--- src/rtl/sift_pkg.sv ---
// Shared types and constants for the frame pixel source feeding the
// 5x5 separable Gaussian stage.
package sift_pkg;

    localparam int PIX_W     = 8;
    localparam int DEF_IMG_W = 400;
    localparam int DEF_IMG_H = 300;

    typedef enum logic [2:0] {
        IDLE,
        READ,
        DRAIN,
        FLUSH,
        DONE
    } src_state_t;

    // Zero pixels needed to push the last real row through both Gaussian passes.
    function automatic int flush_len(input int w);
        return 2 * w + 2;
    endfunction

    // Counter width for a range of n values; never narrower than one bit.
    function automatic int cnt_w(input int n);
        return (n > 1) ? $clog2(n) : 1;
    endfunction

endpackage

--- src/rtl/raster_ctr.sv ---
// Raster-order column/row counter. Advances one position per enabled cycle,
// wraps the column at W-1 (bumping the row) and the row at H-1, and flags
// the last position of the frame.
module raster_ctr
    import sift_pkg::*;
#(
    parameter int W  = DEF_IMG_W,
    parameter int H  = DEF_IMG_H,
    parameter int CW = cnt_w(W),
    parameter int RW = cnt_w(H)
) (
    input  logic          clk,
    input  logic          rst,
    input  logic          en,
    output logic [CW-1:0] col,
    output logic [RW-1:0] row,
    output logic          last
);

    logic last_col;
    logic last_row;

    assign last_col = (col == CW'(W - 1));
    assign last_row = (row == RW'(H - 1));
    assign last     = last_col && last_row;

    // Position register: column wraps into the next row, row wraps to the top.
    always_ff @(posedge clk or negedge rst) begin
        if (!rst) begin
            col <= '0;
            row <= '0;
        end else if (en) begin
            if (last_col) begin
                col <= '0;
                row <= last_row ? '0 : row + 1'b1;
            end else begin
                col <= col + 1'b1;
            end
        end
    end

endmodule

--- src/rtl/frame_pixel_source.sv ---
// Raster-order pixel transmitter: reads a greyscale frame from a synchronous
// frame-buffer RAM and streams it to the Gaussian stage with position tags
// and frame markers. Build option FRAME_SRC_FLUSH_EN appends zero pixels
// after the frame so the Gaussian line buffers drain.
module frame_pixel_source
    import sift_pkg::*;
#(
    parameter int IMG_W     = DEF_IMG_W,
    parameter int IMG_H     = DEF_IMG_H,
    parameter int ADDR_W    = 17,
    parameter int BASE_ADDR = 0,
    localparam int COL_W    = cnt_w(IMG_W),
    localparam int ROW_W    = cnt_w(IMG_H)
) (
    input  logic              clk,
    input  logic              rst,
    input  logic              start,
    input  logic              stall,
    output logic              rd_en,
    output logic [ADDR_W-1:0] rd_addr,
    input  logic [PIX_W-1:0]  rd_data,
    output logic [PIX_W-1:0]  pix_out,
    output logic              pix_en,
    output logic [COL_W-1:0]  pix_col,
    output logic [ROW_W-1:0]  pix_row,
    output logic              sof,
    output logic              eol,
    output logic              busy,
    output logic              frame_done
);

    src_state_t        state, state_nxt;
    logic [COL_W-1:0]  rd_col, out_col;
    logic [ROW_W-1:0]  rd_row, out_row;
    logic              rd_last, out_last;
    logic              fl_issue;
    logic              vld_p0, flush_p0, real_p0;
    logic              lastpix_p1;
    logic [ADDR_W-1:0] addr_calc;

    // Read-side position: advances once per issued frame-buffer read.
    raster_ctr #(.W(IMG_W), .H(IMG_H), .CW(COL_W), .RW(ROW_W)) u_rd_ctr (
        .clk  (clk),
        .rst  (rst),
        .en   (rd_en),
        .col  (rd_col),
        .row  (rd_row),
        .last (rd_last)
    );

    // Output-side position: tracks the real pixel currently entering the output register.
    raster_ctr #(.W(IMG_W), .H(IMG_H), .CW(COL_W), .RW(ROW_W)) u_out_ctr (
        .clk  (clk),
        .rst  (rst),
        .en   (real_p0),
        .col  (out_col),
        .row  (out_row),
        .last (out_last)
    );

    assign addr_calc = ADDR_W'(BASE_ADDR) + ADDR_W'(rd_row) * ADDR_W'(IMG_W) + ADDR_W'(rd_col);
    assign rd_addr   = (state == READ) ? addr_calc : '0;
    assign real_p0   = vld_p0 && !flush_p0;

`ifdef FRAME_SRC_FLUSH_EN
    localparam int FL_LEN = flush_len(IMG_W);
    localparam int FL_W   = $clog2(FL_LEN + 1);

    logic [FL_W-1:0] fl_cnt;
    logic            fl_end;

    assign fl_end   = (fl_cnt == FL_W'(FL_LEN));
    assign fl_issue = (state == FLUSH) && !stall && !fl_end;

    // Counts zero pixels issued during FLUSH; cleared in every other state.
    always_ff @(posedge clk or negedge rst) begin
        if (!rst) begin
            fl_cnt <= '0;
        end else if (state != FLUSH) begin
            fl_cnt <= '0;
        end else if (fl_issue) begin
            fl_cnt <= fl_cnt + 1'b1;
        end
    end
`else
    assign fl_issue = 1'b0;
`endif

    // FSM state register.
    always_ff @(posedge clk or negedge rst) begin
        if (!rst) begin
            state <= IDLE;
        end else begin
            state <= state_nxt;
        end
    end

    // FSM next state and read/status strobes. DRAIN waits until the final
    // real pixel sits on the output so frame_done lands the cycle after it.
    always_comb begin
        state_nxt  = state;
        rd_en      = 1'b0;
        busy       = 1'b0;
        frame_done = 1'b0;
        case (state)
            IDLE: begin
                if (start) state_nxt = READ;
            end
            READ: begin
                busy = 1'b1;
                if (!stall) begin
                    rd_en = 1'b1;
                    if (rd_last) state_nxt = DRAIN;
                end
            end
            DRAIN: begin
                busy = 1'b1;
                if (lastpix_p1) begin
`ifdef FRAME_SRC_FLUSH_EN
                    state_nxt = FLUSH;
`else
                    state_nxt = DONE;
`endif
                end
            end
            FLUSH: begin
                busy = 1'b1;
`ifdef FRAME_SRC_FLUSH_EN
                if (fl_end && !vld_p0) state_nxt = DONE;
`else
                state_nxt = DONE;
`endif
            end
            DONE: begin
                frame_done = 1'b1;
                state_nxt  = IDLE;
            end
            default: state_nxt = IDLE;
        endcase
    end

    // Stage p0: issue flags aligned with rd_data returning from the RAM.
    always_ff @(posedge clk or negedge rst) begin
        if (!rst) begin
            vld_p0   <= 1'b0;
            flush_p0 <= 1'b0;
        end else begin
            vld_p0   <= rd_en || fl_issue;
            flush_p0 <= fl_issue;
        end
    end

    // Stage p1: registered pixel, strobe, position tags and markers.
    always_ff @(posedge clk or negedge rst) begin
        if (!rst) begin
            pix_en     <= 1'b0;
            pix_out    <= '0;
            pix_col    <= '0;
            pix_row    <= '0;
            sof        <= 1'b0;
            eol        <= 1'b0;
            lastpix_p1 <= 1'b0;
        end else begin
            pix_en     <= vld_p0;
            sof        <= real_p0 && (out_col == '0) && (out_row == '0);
            eol        <= real_p0 && (out_col == COL_W'(IMG_W - 1));
            lastpix_p1 <= real_p0 && out_last;
            if (vld_p0) begin
                pix_out <= flush_p0 ? '0 : rd_data;
                pix_col <= flush_p0 ? '0 : out_col;
                pix_row <= flush_p0 ? '0 : out_row;
            end
        end
    end

endmodule

--- config.mk ---
export PLATFORM = sky130hd
export DESIGN_NAME = frame_pixel_source
export DESIGN_NICKNAME = d
export VERILOG_FILES = /design/src/rtl/sift_pkg.sv /design/src/rtl/raster_ctr.sv /design/src/rtl/frame_pixel_source.sv
export SDC_FILE = /design/constraint.sdc
export NUM_CORES = 1
export LEC_CHECK = 0
export ABC_AREA = 1
export CORE_UTILIZATION = 50
export DETAILED_ROUTE_END_ITERATION = 7
export PLACE_DENSITY_LB_ADDON = 0.12
export SYNTH_ARGS = -nofsm -noshare
export SYNTH_HDL_FRONTEND = slang
export SYNTH_SLANG_ARGS = --single-unit
--- constraint.sdc ---
create_clock -name clk -period 2.8 [get_ports clk]
set_input_delay 0.28 -clock clk [delete_from_list [all_inputs] [get_ports clk]]
set_output_delay 0.28 -clock clk [all_outputs]
set_load 0.01 [all_outputs]
* Word level (Yosys, flattened, before mapping)
Cells that the tools add are included.
** Storage, ports and cells
- Bits in registers :: 70
- Word-level logic and storage cells :: 58
** Cells by class
- Add/sub/neg operators :: 5
- Multipliers :: 1
- Equal/unequal tests :: 12
- Multiplexer cells :: 14
- Reduce and logical (&&, ||, !) cells :: 13
** Operators by type and width (count)
- adder 9 x 1 -> 9 bit, second input constant :: 4
- equality test 9 bit, second input constant :: 4
- two-way mux 9 bit :: 4
- zero test 9 bit :: 2
- adder 17 x 9 -> 17 bit :: 1
- two-way mux 17 bit :: 1
- multiplier 9 x 5 -> 13 bit, second input constant :: 1
- two-way mux 3 bit :: 4
- case mux 3 bit (4 select lines) :: 1
- inequality test 2 bit, second input constant :: 4
- equality test 3 x 2 -> 1 bit, second input constant :: 2
- logical AND 1 bit :: 6
- two-way mux 1 bit :: 4
- AND reduction 2 bit :: 2
- AND reduction 4 bit :: 1
- equality test 3 x 1 -> 1 bit, second input constant :: 1
- equality test 3 bit, second input constant :: 1
- zero test 3 bit :: 1
- OR reduction 3 bit :: 1

* Longest topological paths before layout
- Word-level depth :: 5
- Depth in mapped cells :: 19
- Depth with buffers taken out :: 19

* Modules after synthesis
A second synthesis with hierarchy kept.
** Second synthesis, totals
- Cells, all modules :: 649
- Area total of the unflattened synthesis :: 4698.3 um2
** Modules (own cells, without submodules)
- frame_pixel_source :: instances 1, cells an instance 341, area an instance 2528.7 um2, sequential area each 850.8 um2
- raster_ctr :: instances 2, cells an instance 154, area an instance 1084.8 um2, sequential area each 450.4 um2

* Worst setup path before layout
Ideal clock, no wire load.
- Kind :: reg-to-output
- Start point :: register u_rd_ctr.row[3]
- End point :: output rd_addr[16]
- Arrival :: 2825 ps
- Slack :: -305 ps
- Stages on the path, launching flop included :: 16
- Cell sequence :: dfrtp_1 -> ha_1 -> ha_1 -> inv_1 -> fa_1 -> inv_1 -> ha_1 -> a21oi_1 -> nand2_1 -> nand2_1 -> nand2_1 -> nand2_1 -> nand2_1 -> nor2_1 -> a21oi_1 -> nor2_1
** On the way
- Cells in the longest elaborated chain, start to end :: 3
** Ends and longest elaborated chain
- from (decl) :: line raster_ctr.sv:16 : output logic [RW-1:0] row,
- from (signal assigned) :: line raster_ctr.sv:35 : row <= last_row ? '0 : row + 1'b1;
- multiplier 9 x 5 -> 13 bit :: line frame_pixel_source.sv:61 : assign addr_calc = ADDR_W'(BASE_ADDR) + ADDR_W'(rd_row) * ADDR_W'(IMG_W) + ADDR_W'(rd_col);
- adder 17 x 9 -> 17 bit :: line frame_pixel_source.sv:61
- two-way mux 17 bit :: line frame_pixel_source.sv:62 : assign rd_addr = (state == READ) ? addr_calc : '0;
- to (decl) :: line frame_pixel_source.sv:20 : output logic [ADDR_W-1:0] rd_addr,
No other way between the ends.

* Final worst setup path
- Start point :: register u_rd_ctr.row[3]
- End point :: output rd_addr[15]
Same word-level chain as after synthesis.

==> results.md <==
- RSZ-0062 raised after global routing: yes
- Vias/cell: 5.22
- Post-synthesis sequential area ratio: 39.6%
- Critical path fanouts, max: 5
- Initial Util: 52.8%
- Main synth FF type: dfrtp_1
- Via count: 4119
- Final hold vios: 0
- Worst vdd ir: 493 µV
- Outcome: finished with violations
- Root buf cell: clkbuf_8
- Largest net degree at the start of global routing: 33
- Max Slew Vio Count: 0
- Total CTS buffers: 9
- Crit-path cells: buf_6 > ha_4 > ha_4 > inv_2 > fa_1 > inv_2 > ha_4 > a21oi_4 > buf_4 > nand3_1 > nand2_2 > nand3_2 > nor2_2 > nand2_1 > nand2_1 > nor2_1 > buf_2
- Post-synth cell types: 36
- Final Core Density: 73.6%
- Final instance area: 0.00617 mm²
- Dpl ws: -773 ps
- Worst Tran Pin Value: 857 ps
- Period minus WS final: 3630 ps
- Synthesized cell area: 0.00443 mm²
- Die width: 96.1 µm
- Die area: 0.00923 mm²
- Final setup vio count: 8
- Chip height: 96.1 µm
- Synth warn: 0
- CP arrival: 3350 ps
- Worst hold margin: 474 ps
- Tcrit/Tclk final: 129%
- Drt first pass iters: 4
- 1st-iter DRT viols: 130
- Vias in the first global route: 3842
- H-tree levels: 3
- Maximum capacitance violations: 0
- Synthesized instance count: 556
- Layout cells sized above 1: 24.6%
- Hold Crit Class: reg -> reg
- Yosys top cell area share: 39.6%
- Global-route usage over all layers: 23.8%
- Largest stage delay, worst path: 510 ps
- Clock-pin slew on the worst setup and hold paths: 80 ps
- Slowest stage cell, crit path: fa_1
- Dpl cells: 758
- PortBufs: 60
- Area leader, netlist: dfrtp_1
- Antenna violations before repair: 0
- Commonest cells in the netlist: nand2_1 (128), inv_1 (81), dfrtp_1 (70), nor2_1 (46), ha_1 (42)
- Worst-Skew Late Latency: 350 ps
- Slew headroom: 42.8%
- Most used cell, CP: ha_4
- Hpwl dp: 7.56 mm
- Overflow after GRT: 0
- Hold path depth: 2
- Clock buffer depth: 2
- Gpl congestion: 0.904
- Routed WL per cell: 13.9 µm
- Most common cell in the netlist: nand2_1
- Remaining DRCs: 0
- Drt total wl: 11.0 mm
- Clock Skews: 12.9 ps
- Total core area: 0.00838 mm²
- Fin worst setup slack: -825 ps
- Antenna-violating nets left: 0
- # nets final: 738
- Clock Sinks: 70
- # diodes: 0
- Post-synth ARST share: 100%
- Synth Area per Inst: 7.96 µm²
- Fmax: 0.276 GHz
- Post-synth EDFFs: 0
- Crit. End Element: output port
- Critical Path Start Type: flip-flop
- Placement Cell Area: 0.00551 mm²
- Number of synthesized register bits: 70
- FP Rows: 33
- Worst r2r path cells: 8
- First-pass GRT wire length: 17.0 mm
- Cell Count, Final, Fillers Out: 789
- Total power: 3.60 mW
- Power Density: 585 mW/mm²
- Setup tns final: -5140 ps
- I/O pins: 61
- Leakage power: 2.93 nW
- CTS tree: built
- Req. time, crit path: 2520 ps
- Mapped Nets: 615
- Area grow syn2layout: 39.3%
- CP Class: reg -> out
- Failing checks: setup timing
- Synth area leaders: dfrtp_1 (40%), ha_1 (12%), nand2_1 (11%)
[logic make-up (layout without fill, tap and decap cells)]
group	count (synthesis)	count (layout)	share of synthesized area, %
flops	70	70	39.6
fa+ha+maj	47	47	14.1
compound gates	67	67	7.94
xor+xnor	15	15	2.97
buf+inv	95	223	8.23
simple gates	262	262	27.2
[power breakdown]
part / leakage, nW / switching, mW / internal, mW
Clock: 0.107 / 0.395 / 0.508
Combinational: 1.94 / 0.700 / 0.639
Sequential: 0.888 / 0.165 / 1.20
[repair_timing]
item                       in CTS  in global routing
buffers inserted                9                  5
hold endpoints to repair       28                  0
resized for setup              63                 47
pin swaps                      24                 23
hold buffers                    1                  0
setup endpoints to repair       9                 10
[metal layers]
metal	track usage (%)	up-vias	share of wire [%]	wire length, µm
met1	32.0	1952	46	5000
met2	39.7	100	49	5330
met5	0	-	0	0
met3	4.03	16	4.4	483
met4	6.22	0	1.2	131
li1	-	2051	-	-
[worst max-delay path, delay by kind of cell (launching register included)]
family,cells,cell delay (ps)
buf+inv,5,490
compound gates,1,190
simple gates,7,670
fa+ha+maj,4,1180
flops,1,460
[final timing paths]
kind / start / endpoint / slack [ps]
worst max register to register: u_out_ctr.col[0] / u_out_ctr.row[3] / 860
max in group asynchronous: rst / u_rd_ctr.row[1] / 1480
worst max-delay path: u_rd_ctr.row[3] / rd_addr[15] / -830
worst min register to register: pix_out[7] / pix_out[7] / 470
worst min-delay path: pix_out[7] / pix_out[7] / 470
min in group asynchronous: rst / pix_out[4] / 520
[layout make-up]
cell class	count	area (µm²)
multi-input cells	391	2700
fillers	634	2220
flip-flops and latches	70	1750
repair buffers	121	1030
inverters	86	333
well taps	105	131
clock buffers	10	128
clock inverters	6	93.8
[state kept, by name, indices dropped and copies added, names as in the netlist, 3 cells and up]
signal         flops
pix_row            9
u_rd_ctr.col       9
u_rd_ctr.row       9
u_out_ctr.col      9
u_out_ctr.row      9
pix_col            9
pix_out            8
state              3
[layout by cell type, fill, tap and decap left out, types with 5 or more instances in the layout]
master and count:
nor2_4 7, inv_2 13, nor3_1 15, nand3_1 28
buf_4 57, o21ai_0 39, nand4_1 14, nor2_1 38
clkdlybuf4s50_1 49, inv_1 69, nand2_1 115, a21oi_1 18
nand3_2 7, dfrtp_1 68, nand2_4 5, nand2_2 12
clkbuf_8 9, ha_1 27, xor2_1 11, nor2_2 5
buf_2 8, ha_4 15
Note: power is estimated with default switching activity, not from simulation.
